==> config.mk <==
export PLATFORM = sky130hd
export DESIGN_NAME = regs_wb_arbiter_flat
export DESIGN_NICKNAME = d
export VERILOG_FILES = /design/src/rtl/regs_wb_arbiter_if.sv /design/src/rtl/regs_wb_arbiter.sv /design/src/flat_wrapper.sv
export SDC_FILE = /design/constraint.sdc
export NUM_CORES = 1
export LEC_CHECK = 0
export ABC_AREA = 1
export CAP_MARGIN = 20
export CORE_MARGIN = 8
export CORE_UTILIZATION = 44
export CTS_CLUSTER_SIZE = 25
export DETAILED_ROUTE_END_ITERATION = 16
export PLACE_DENSITY = 0.82
export SYNTH_ARGS = -nofsm -noshare
export SYNTH_HDL_FRONTEND = slang
export SYNTH_SLANG_ARGS = --single-unit
==> constraint.sdc <==
create_clock -name clk -period 1.6 [get_ports clk]
set_clock_uncertainty 0.05 [all_clocks]
set_input_delay 0.16 -clock clk [delete_from_list [all_inputs] [get_ports clk]]
set_output_delay 0.16 -clock clk [all_outputs]
set_load 0.03 [all_outputs]
==> src/rtl/regs_wb_arbiter_if.sv <==
// ============================================================================
// Module   : regs_wb_arbiter_if
// Purpose  : Bundles the writeback, issue, scoreboard and regs-port signals of
//            regs_wb_arbiter.
// Revision : 1.0
// ============================================================================
`default_nettype none

interface regs_wb_arbiter_if #(
    parameter int unsigned AW   = 5,
    parameter int unsigned XLEN = 32
);
    logic            alu_valid;
    logic [AW-1:0]   alu_rdadr;
    logic [XLEN-1:0] alu_rd;
    logic            alu_ready;
    logic            lsu_valid;
    logic [AW-1:0]   lsu_rdadr;
    logic [XLEN-1:0] lsu_rd;
    logic            lsu_ready;
    logic            iss_valid;
    logic [AW-1:0]   iss_rdadr;
    logic            iss_ready;
    logic [AW-1:0]   rs1adr;
    logic [AW-1:0]   rs2adr;
    logic            rs1_busy;
    logic            rs2_busy;
    logic            regwrite;
    logic [AW-1:0]   rdadr;
    logic [XLEN-1:0] rd;
    logic            rs1_fwd_valid;
    logic [XLEN-1:0] rs1_fwd_data;
    logic            rs2_fwd_valid;
    logic [XLEN-1:0] rs2_fwd_data;

    modport master (
        output alu_valid, alu_rdadr, alu_rd, lsu_valid, lsu_rdadr, lsu_rd,
        output iss_valid, iss_rdadr, rs1adr, rs2adr,
        input  alu_ready, lsu_ready, iss_ready, rs1_busy, rs2_busy,
        input  regwrite, rdadr, rd,
        input  rs1_fwd_valid, rs1_fwd_data, rs2_fwd_valid, rs2_fwd_data
    );

    modport slave (
        input  alu_valid, alu_rdadr, alu_rd, lsu_valid, lsu_rdadr, lsu_rd,
        input  iss_valid, iss_rdadr, rs1adr, rs2adr,
        output alu_ready, lsu_ready, iss_ready, rs1_busy, rs2_busy,
        output regwrite, rdadr, rd,
        output rs1_fwd_valid, rs1_fwd_data, rs2_fwd_valid, rs2_fwd_data
    );
endinterface

`default_nettype wire

==> src/rtl/regs_wb_arbiter.sv <==
// ============================================================================
// Module   : regs_wb_arbiter
// Purpose  : Round-robin ALU/LSU writeback arbiter for the regs write port plus
//            a per-register busy scoreboard. Optional macro: WB_BYPASS_EN.
// Revision : 1.0
// ============================================================================
`default_nettype none

module regs_wb_arbiter #(
    parameter int unsigned NREGS = 32,
    parameter int unsigned XLEN  = 32
) (
    input  wire logic         clk,
    input  wire logic         reset,
    regs_wb_arbiter_if.slave  bus
);
    localparam int unsigned AW        = $clog2(NREGS);
    localparam logic        c_SRC_ALU = 1'b0;
    localparam logic        c_SRC_LSU = 1'b1;

    logic [NREGS-1:0] busy_q, busy_d;
    logic             last_grant_q, last_grant_d;
    logic             regwrite_q, regwrite_d;
    logic [AW-1:0]    rdadr_q, rdadr_d;
    logic [XLEN-1:0]  rd_q, rd_d;

    logic w_grant_alu;
    logic w_grant_lsu;
    logic w_iss_ready;
    logic w_iss_fire;

    // On a tie the source that did not win last time gets the port.
    always_comb begin
        w_grant_alu = 1'b0;
        w_grant_lsu = 1'b0;
        if (bus.alu_valid && bus.lsu_valid) begin
            w_grant_alu = (last_grant_q == c_SRC_LSU);
            w_grant_lsu = (last_grant_q == c_SRC_ALU);
        end else begin
            w_grant_alu = bus.alu_valid;
            w_grant_lsu = bus.lsu_valid;
        end
    end

    assign w_iss_ready = !busy_q[bus.iss_rdadr] || (bus.iss_rdadr == '0);
    assign w_iss_fire  = bus.iss_valid && w_iss_ready && (bus.iss_rdadr != '0);

    assign bus.alu_ready = w_grant_alu;
    assign bus.lsu_ready = w_grant_lsu;
    assign bus.iss_ready = w_iss_ready;
    assign bus.regwrite  = regwrite_q;
    assign bus.rdadr     = rdadr_q;
    assign bus.rd        = rd_q;

    always_comb begin
        last_grant_d = last_grant_q;
        regwrite_d   = 1'b0;
        rdadr_d      = rdadr_q;
        rd_d         = rd_q;
        busy_d       = busy_q;

        // x0 requests are accepted but never reach the register file.
        if (w_grant_alu) begin
            last_grant_d = c_SRC_ALU;
            regwrite_d   = (bus.alu_rdadr != '0);
            rdadr_d      = bus.alu_rdadr;
            rd_d         = bus.alu_rd;
        end else if (w_grant_lsu) begin
            last_grant_d = c_SRC_LSU;
            regwrite_d   = (bus.lsu_rdadr != '0);
            rdadr_d      = bus.lsu_rdadr;
            rd_d         = bus.lsu_rd;
        end

        // Issue is applied after commit so a same-edge set overrides the clear.
        if (regwrite_q) begin
            busy_d[rdadr_q] = 1'b0;
        end
        if (w_iss_fire) begin
            busy_d[bus.iss_rdadr] = 1'b1;
        end
        busy_d[0] = 1'b0;
    end

    always_ff @(posedge clk) begin
        if (reset) begin
            busy_q       <= '0;
            last_grant_q <= c_SRC_LSU;
            regwrite_q   <= 1'b0;
            rdadr_q      <= '0;
            rd_q         <= '0;
        end else begin
            busy_q       <= busy_d;
            last_grant_q <= last_grant_d;
            regwrite_q   <= regwrite_d;
            rdadr_q      <= rdadr_d;
            rd_q         <= rd_d;
        end
    end

`ifdef WB_BYPASS_EN
    logic w_rs1_hit;
    logic w_rs2_hit;

    assign w_rs1_hit         = regwrite_q && (rdadr_q != '0) && (rdadr_q == bus.rs1adr);
    assign w_rs2_hit         = regwrite_q && (rdadr_q != '0) && (rdadr_q == bus.rs2adr);
    assign bus.rs1_fwd_valid = w_rs1_hit;
    assign bus.rs2_fwd_valid = w_rs2_hit;
    assign bus.rs1_fwd_data  = w_rs1_hit ? rd_q : '0;
    assign bus.rs2_fwd_data  = w_rs2_hit ? rd_q : '0;
    assign bus.rs1_busy      = busy_q[bus.rs1adr] && !w_rs1_hit;
    assign bus.rs2_busy      = busy_q[bus.rs2adr] && !w_rs2_hit;
`else
    assign bus.rs1_fwd_valid = 1'b0;
    assign bus.rs2_fwd_valid = 1'b0;
    assign bus.rs1_fwd_data  = '0;
    assign bus.rs2_fwd_data  = '0;
    assign bus.rs1_busy      = busy_q[bus.rs1adr];
    assign bus.rs2_busy      = busy_q[bus.rs2adr];
`endif

endmodule

`default_nettype wire

==> src/flat_wrapper.sv <==
// flat-port wrapper written by rule: the top's interface ports become plain ports
module regs_wb_arbiter_flat 
#(
    parameter int unsigned NREGS = 32,
    parameter int unsigned XLEN  = 32
)
  (clk, reset, bus_alu_valid, bus_alu_rdadr, bus_alu_rd, bus_lsu_valid, bus_lsu_rdadr, bus_lsu_rd, bus_iss_valid, bus_iss_rdadr, bus_rs1adr, bus_rs2adr, bus_alu_ready, bus_lsu_ready, bus_iss_ready, bus_rs1_busy, bus_rs2_busy, bus_regwrite, bus_rdadr, bus_rd, bus_rs1_fwd_valid, bus_rs1_fwd_data, bus_rs2_fwd_valid, bus_rs2_fwd_data);
  regs_wb_arbiter_if #(.AW(5), .XLEN(XLEN)) bus_i ();
  input  wire logic clk;
  input  wire logic reset;
  input wire logic [$bits(bus_i.alu_valid)-1:0] bus_alu_valid;
  input wire logic [$bits(bus_i.alu_rdadr)-1:0] bus_alu_rdadr;
  input wire logic [$bits(bus_i.alu_rd)-1:0] bus_alu_rd;
  input wire logic [$bits(bus_i.lsu_valid)-1:0] bus_lsu_valid;
  input wire logic [$bits(bus_i.lsu_rdadr)-1:0] bus_lsu_rdadr;
  input wire logic [$bits(bus_i.lsu_rd)-1:0] bus_lsu_rd;
  input wire logic [$bits(bus_i.iss_valid)-1:0] bus_iss_valid;
  input wire logic [$bits(bus_i.iss_rdadr)-1:0] bus_iss_rdadr;
  input wire logic [$bits(bus_i.rs1adr)-1:0] bus_rs1adr;
  input wire logic [$bits(bus_i.rs2adr)-1:0] bus_rs2adr;
  output wire logic [$bits(bus_i.alu_ready)-1:0] bus_alu_ready;
  output wire logic [$bits(bus_i.lsu_ready)-1:0] bus_lsu_ready;
  output wire logic [$bits(bus_i.iss_ready)-1:0] bus_iss_ready;
  output wire logic [$bits(bus_i.rs1_busy)-1:0] bus_rs1_busy;
  output wire logic [$bits(bus_i.rs2_busy)-1:0] bus_rs2_busy;
  output wire logic [$bits(bus_i.regwrite)-1:0] bus_regwrite;
  output wire logic [$bits(bus_i.rdadr)-1:0] bus_rdadr;
  output wire logic [$bits(bus_i.rd)-1:0] bus_rd;
  output wire logic [$bits(bus_i.rs1_fwd_valid)-1:0] bus_rs1_fwd_valid;
  output wire logic [$bits(bus_i.rs1_fwd_data)-1:0] bus_rs1_fwd_data;
  output wire logic [$bits(bus_i.rs2_fwd_valid)-1:0] bus_rs2_fwd_valid;
  output wire logic [$bits(bus_i.rs2_fwd_data)-1:0] bus_rs2_fwd_data;
  assign bus_i.alu_valid = bus_alu_valid;
  assign bus_i.alu_rdadr = bus_alu_rdadr;
  assign bus_i.alu_rd = bus_alu_rd;
  assign bus_i.lsu_valid = bus_lsu_valid;
  assign bus_i.lsu_rdadr = bus_lsu_rdadr;
  assign bus_i.lsu_rd = bus_lsu_rd;
  assign bus_i.iss_valid = bus_iss_valid;
  assign bus_i.iss_rdadr = bus_iss_rdadr;
  assign bus_i.rs1adr = bus_rs1adr;
  assign bus_i.rs2adr = bus_rs2adr;
  assign bus_alu_ready = bus_i.alu_ready;
  assign bus_lsu_ready = bus_i.lsu_ready;
  assign bus_iss_ready = bus_i.iss_ready;
  assign bus_rs1_busy = bus_i.rs1_busy;
  assign bus_rs2_busy = bus_i.rs2_busy;
  assign bus_regwrite = bus_i.regwrite;
  assign bus_rdadr = bus_i.rdadr;
  assign bus_rd = bus_i.rd;
  assign bus_rs1_fwd_valid = bus_i.rs1_fwd_valid;
  assign bus_rs1_fwd_data = bus_i.rs1_fwd_data;
  assign bus_rs2_fwd_valid = bus_i.rs2_fwd_valid;
  assign bus_rs2_fwd_data = bus_i.rs2_fwd_data;
  regs_wb_arbiter #(.NREGS(NREGS), .XLEN(XLEN)) u_core (.clk(clk), .reset(reset), .bus(bus_i));
endmodule
-- Word level (Yosys, flattened, before mapping)
Index checks and enable logic that the tools add are counted.
- word-level logic and storage cells: 50
- bits in read-only memories: 0
- bits in writable memories: 0
- output and inout port bits: 109
- register bits: 71
- bits in latches: 0
- memories: 0
- bitwise operators: 4
- mux-type cells: 22
- reductions and logical operators: 12
- $add $sub $neg: 0
- shift operators: 0
- $mul: 0
- magnitude comparators: 6
- eq/ne operators: 0
- divide/modulo/power cells: 0
- operator list (operator ; number):
    32-bit 2-to-1 mux ; 4
    32-bit bitwise AND ; 1
    32-bit inverter ; 1
    32-bit bitwise OR ; 1
    5-bit by 6-bit < comparator with 1-bit output, second input constant ; 4
    1-bit binary-select mux with 5-bit select ; 3
    5-bit nonzero test ; 3
    1-bit 2-to-1 mux ; 11
    1-bit demux with 5-bit select ; 2
    5-bit by 1-bit >= comparator with 1-bit output, second input constant ; 2
    5-bit 2-to-1 mux ; 2
    1-bit logical AND ; 5
    5-bit logical NOT ; 1
    2-bit nonzero test ; 1
    1-bit logical NOT ; 1
    1-bit logical OR ; 1
    1-bit inverter ; 1

-- Logic depth before layout (Yosys ltp)
- depth after elaboration: 9
- mapped depth: 13
- mapped depth without buffers: 10

-- Least setup slack after synthesis
No wires, ideal clock.
- kind: in2out
- from: in bus_iss_rdadr[0]
- to: out bus_iss_ready
- arrival time: 1.728 ns
- stages: 10
- data required time: 1.390 ns
- path slack: -0.338 ns
- cell sequence: buf_6 -> inv_4 -> buf_6 -> nand2_2 -> nand2_1 -> nand2_1 -> nand2_1 -> nand2_1 -> nand2_2 -> nor4_1
- word-level cells in the longest chain between the ends: 4
- elaborated cells between the ends (all ways): 5
- RTL lines (item ; RTL line ; source):
    start, declared ; flat_wrapper.sv:18 ; input wire logic [$bits(bus_i.iss_rdadr)-1:0] bus_iss_rdadr;
    1-bit binary-select mux with 5-bit select ; regs_wb_arbiter.sv:45 ; assign w_iss_ready = !busy_q[bus.iss_rdadr] || (bus.iss_rdadr == '0);
    1-bit 2-to-1 mux (not written as such) ; regs_wb_arbiter.sv:45 ;
    1-bit logical NOT ; regs_wb_arbiter.sv:45 ;
    1-bit logical OR * ; regs_wb_arbiter.sv:45 ;
    end, declared ; flat_wrapper.sv:23 ; output wire logic [$bits(bus_i.iss_ready)-1:0] bus_iss_ready;
Every way passes the cells marked *; elsewhere a longest branch is shown, timed or not. The select of a mux whose other input is x is not followed.

-- Worst setup path after layout
- from: reg u_core.busy_q[29]
- to: out bus_iss_ready
- word-level cells in the longest chain between the ends: 4
- RTL lines (item ; RTL line ; source):
    start, declared ; regs_wb_arbiter.sv:21 ; logic [NREGS-1:0] busy_q, busy_d;
    start signal, assigned ; regs_wb_arbiter.sv:93 ; busy_q <= busy_d;
    1-bit binary-select mux with 5-bit select ; regs_wb_arbiter.sv:45 ;
    1-bit 2-to-1 mux (not written as such) ; regs_wb_arbiter.sv:45 ;
    1-bit logical NOT ; regs_wb_arbiter.sv:45 ;
    1-bit logical OR ; regs_wb_arbiter.sv:45 ;
Every way passes these cells. The select of a mux whose other input is x is not followed.

==> metrics.md <==
| Metric | Value |
|---|---|
| RR Endpoint | `u_core.busy_q[15]` |
| I/O pin count | `around 200` |
| Max-cap violations | `0` |
| CTS Buf Count | `9` |
| FF/Latch Area | `about 1500 um2` |
| Minimum clock period after layout | `between 1.5 and 2 ns` |
| Via count | `5,645` |
| Tightest Hold Check Type | `in2reg` |
| Synth Warn # | `0` |
| Post-synthesis mux area share | `0` |
| R2R cell count | `11` |
| Die Ht | `approximately 120 um` |
| H-tree depth | `3` |
| Area Growth Syn to Fin | `44.3%` |
| Status | `finished with violations` |
| Routed Antenna Nets | `0` |
| Worst hold stages | `3` |
| Crit Reg-Reg Startpoint | `u_core.busy_q[5]` |
| Crit-path max FO | `4` |
| Final Worst Setup Slack | `-0.128 ns` |
| Critical setup path kind | `reg2out` |
| CTS Buffer Depth | `2` |
| CTS Root Cell | `clkbuf_8` |
| Via density | `between 5 and 6` |
| Mapped Avg Cell Area | `6.18 um2` |
| Fraction of layout cells with a size suffix above 1 | `0.174` |
| Adder-cell share of the synthesized area | `0` |
| DRT Pass-1 Iters | `5` |
| Hpwl dp | `~12,000 um` |
| Worst EP arrival | `approximately 1.5 ns` |
| Antenna violations before repair | `0` |
| Seq/Total Area, Yosys | `0.283` |
| Overflow after GRT | `0` |
| Place WS | `-0.324 ns` |
| Routability congestion estimate | `0.932` |
| CP Launch Type | `register` |
| Buffers on Ports | `roughly 140` |
| First-pass GRT wire length | `around 27,000 um` |
| Flops & latches, synth | `70` |
| Power, Total | `0.00530 W` |
| Row count | `38` |
| Worst-Skew Late Latency | `0.34 ns` |
| Post-Synth Simple-Gate Area | `0.281` |
| Sum of negative setup slack | `-0.551 ns` |
| Xor-xnor portion of the synthesized cell area | `0` |
| Pin count of the biggest net entering global routing | `71` |
| DRC violations left | `0` |
| Placed instance area | `about 6500 um2` |
| Final setup fails | `12` |
| Main combinational cell family by area after synthesis | `simple AND/OR/NAND/NOR gates` |
| Fin crit share | `1.08` |
| Worst EP required | `1.39 ns` |
| Failing checks | `setup timing` |
| Synth Area in Compound Gates | `0.208` |
| Max-slew violations | `0` |
| Vias in the first global route | `5,362` |
| Final hold violation count | `0` |
| Top Layer Used | `met4` |
| Post-layout instance area | `about 7100 um2` |
| Clock transition at the registers of the reported paths | `0.08 ns` |
| Gate Count Post-Synth | `800` |
| Leakage dissipation | `~3.7 nW` |
| Maximum ir drop on the vdd rail | `roughly 0.49 mV` |
| Die footprint | `~15,000 um2` |
| WL/cell | `15.6 um` |
| RSZ-0062 raised after global routing | `yes` |
| Metal2 WL | `8150 um` |
| Pwr dens | `~740 nW/um2` |
| Final wirelength | `approximately 17,000 um` |
| Fmax | `just under 600 MHz` |
| NumNets Final | `around 1,100` |
| Synthesized area | `4950 um2` |
| GR Util All Layers | `0.228` |
| Iter 0 DRT Violations | `between 400 and 500` |
| Fillers | `approximately 1,000` |
| CTS tree | `built` |
| M1 WL | `around 6400 um` |
| Die Span X | `122 um` |
| Starting Density | `0.454` |
| Antenna cells | `0` |
| Hold Crit Start | `reset` |
| Met3 WL post-DR | `about 2200 um` |
| Cts hold-fix bufs | `0` |
| R2r setup slk | `-0.01 ns` |
| Endpoint class of the critical path | `primary output` |
| Hold endpoint | `u_core.busy_q[2]` |
| Count of cell types in the netlist | `26` |
| Final Util | `0.656` |
| Clock sink count | `70` |
| Core area | `around 11,000 um2` |
| Area of the multi-input gates | `approximately 2800 um2` |
==> metrics by stage <==
stage | std cells | hold slack [ns]
floorplan | 865 | 0.210
global placement | 1080 | 0.415
detailed placement | 1080 | 0.434
CTS | 1109 | 0.249
global route | 1111 | 0.262
finish | 1111 | 0.254
==> state kept, by name (all words and copies together) (netlist names) <==
signal,count
u_core.bus.rdadr,5
u_core.last_grant_q,1
u_core.busy_q,31
u_core.bus.regwrite,1
u_core.bus.rd,32
==> kinds of logic after synthesis <==
group / after synthesis
AOI/OAI and AO/OA: 195
other: 1
DFF: 70
and+or+nand+nor: 321
buffers and inverters: 213
==> worst max-delay path by stage <==
stage | to | depth (start not counted) | from
3_3_place_gp | bus_iss_ready | 9 | bus_iss_rdadr[1]
2_1_floorplan | u_core.bus.regwrite | 7 | u_core.last_grant_q
3_5_place_dp | u_core.busy_q[15] | 11 | bus_iss_rdadr[0]
6_report | bus_iss_ready | 8 | u_core.busy_q[29]
4_1_cts | bus_iss_ready | 8 | u_core.busy_q[22]
5_1_grt | bus_iss_ready | 8 | u_core.busy_q[29]
==> power breakdown <==
part	internal [W]	leakage (nW)	switching, W	total (W)
logic	0.000589	2.96	0.000944	0.00153
clock network	0.00119	0.130	0.000696	0.00189
registers	0.00182	0.593	0.0000620	0.00188
total	0.00360	3.68	0.00170	0.00530
==> repair_timing <==
| action | CTS | global route |
|---|---|---|
| hold endpoints to repair | 0 | 0 |
| endpoints found under the setup margin | 19 | 57 |
| setup buffers | 13 | 2 |
| pin swaps | 30 | 21 |
| resized for setup | 97 | 64 |
| gates cloned | 1 | 0 |
==> worst max-delay path: stages (launching register included) <==
cell and delay, ns:
dfxtp_4 0.38, nand2_2 0.06, nand2_1 0.04, nand2_1 0.05, nand2_1 0.06, nand2_1 0.07, nand2_2 0.07, nor4_4 0.25
buf_4 0.19
==> cell usage after synthesis <==
cell type,number,share of area
a21oi_1,72,0.073
buf_1,1,0.00076
buf_2,4,0.0040
buf_4,66,0.10
buf_6,9,0.020
clkbuf_1,26,0.020
clkinv_1,1,0.00076
conb_1,1,0.00076
dfxtp_1,70,0.28
inv_1,105,0.080
inv_4,1,0.0013
nand2_1,180,0.14
nand2_2,9,0.011
nand2_4,1,0.0023
nand3_1,27,0.027
nand4_1,32,0.040
nor2_1,60,0.046
nor2_4,1,0.0023
nor2_8,1,0.0040
nor3_1,8,0.0081
nor4_1,1,0.0013
o211ai_1,4,0.0061
o21ai_0,105,0.11
o21ai_1,2,0.0020
o221ai_1,12,0.021
or4_1,1,0.0015
==> cells in the final DEF (no fill, tap or decap), types with 2 or more instances in the layout <==
| master | instances |
|---|---|
| nor3_2 | 6 |
| dfxtp_4 | 14 |
| nor2_2 | 5 |
| conb_1 | 66 |
| dfxtp_1 | 40 |
| o21ai_0 | 92 |
| inv_4 | 4 |
| nand3_1 | 27 |
| buf_4 | 45 |
| buf_12 | 10 |
| nand4_1 | 32 |
| o221ai_2 | 4 |
| dlymetal6s2s_1 | 22 |
| buf_6 | 9 |
| bufinv_16 | 4 |
| o21ai_2 | 4 |
| o21ai_1 | 10 |
| o211ai_1 | 4 |
| clkbuf_8 | 9 |
| inv_2 | 5 |
| o221ai_1 | 8 |
| inv_1 | 98 |
| dfxtp_2 | 16 |
| nor2_4 | 3 |
| a21oi_1 | 66 |
| clkdlybuf4s50_1 | 85 |
| nand2_4 | 2 |
| a21oi_2 | 6 |
| nand2_1 | 173 |
| dlygate4sd2_1 | 22 |
| nor3_1 | 2 |
| nor2_1 | 53 |
| nand2_2 | 15 |
==> metal layers <==
layer / up-vias / track usage
li1: 2810 / -
met3: 59 / 0.0930
met4: 0 / 0.0979
met5: - / 0
met2: 314 / 0.369
met1: 2462 / 0.259
==> layout make-up <==
class,count,area share
clock buffers,10,0.0179
repair inverters,1,0.00105
multi-input cells,582,0.397
flip-flops and latches,70,0.206
well taps,140,0.0245
clock inverters,6,0.0187
inverters,107,0.0576
repair buffers,195,0.277
(Power assumes the default switching activity.)
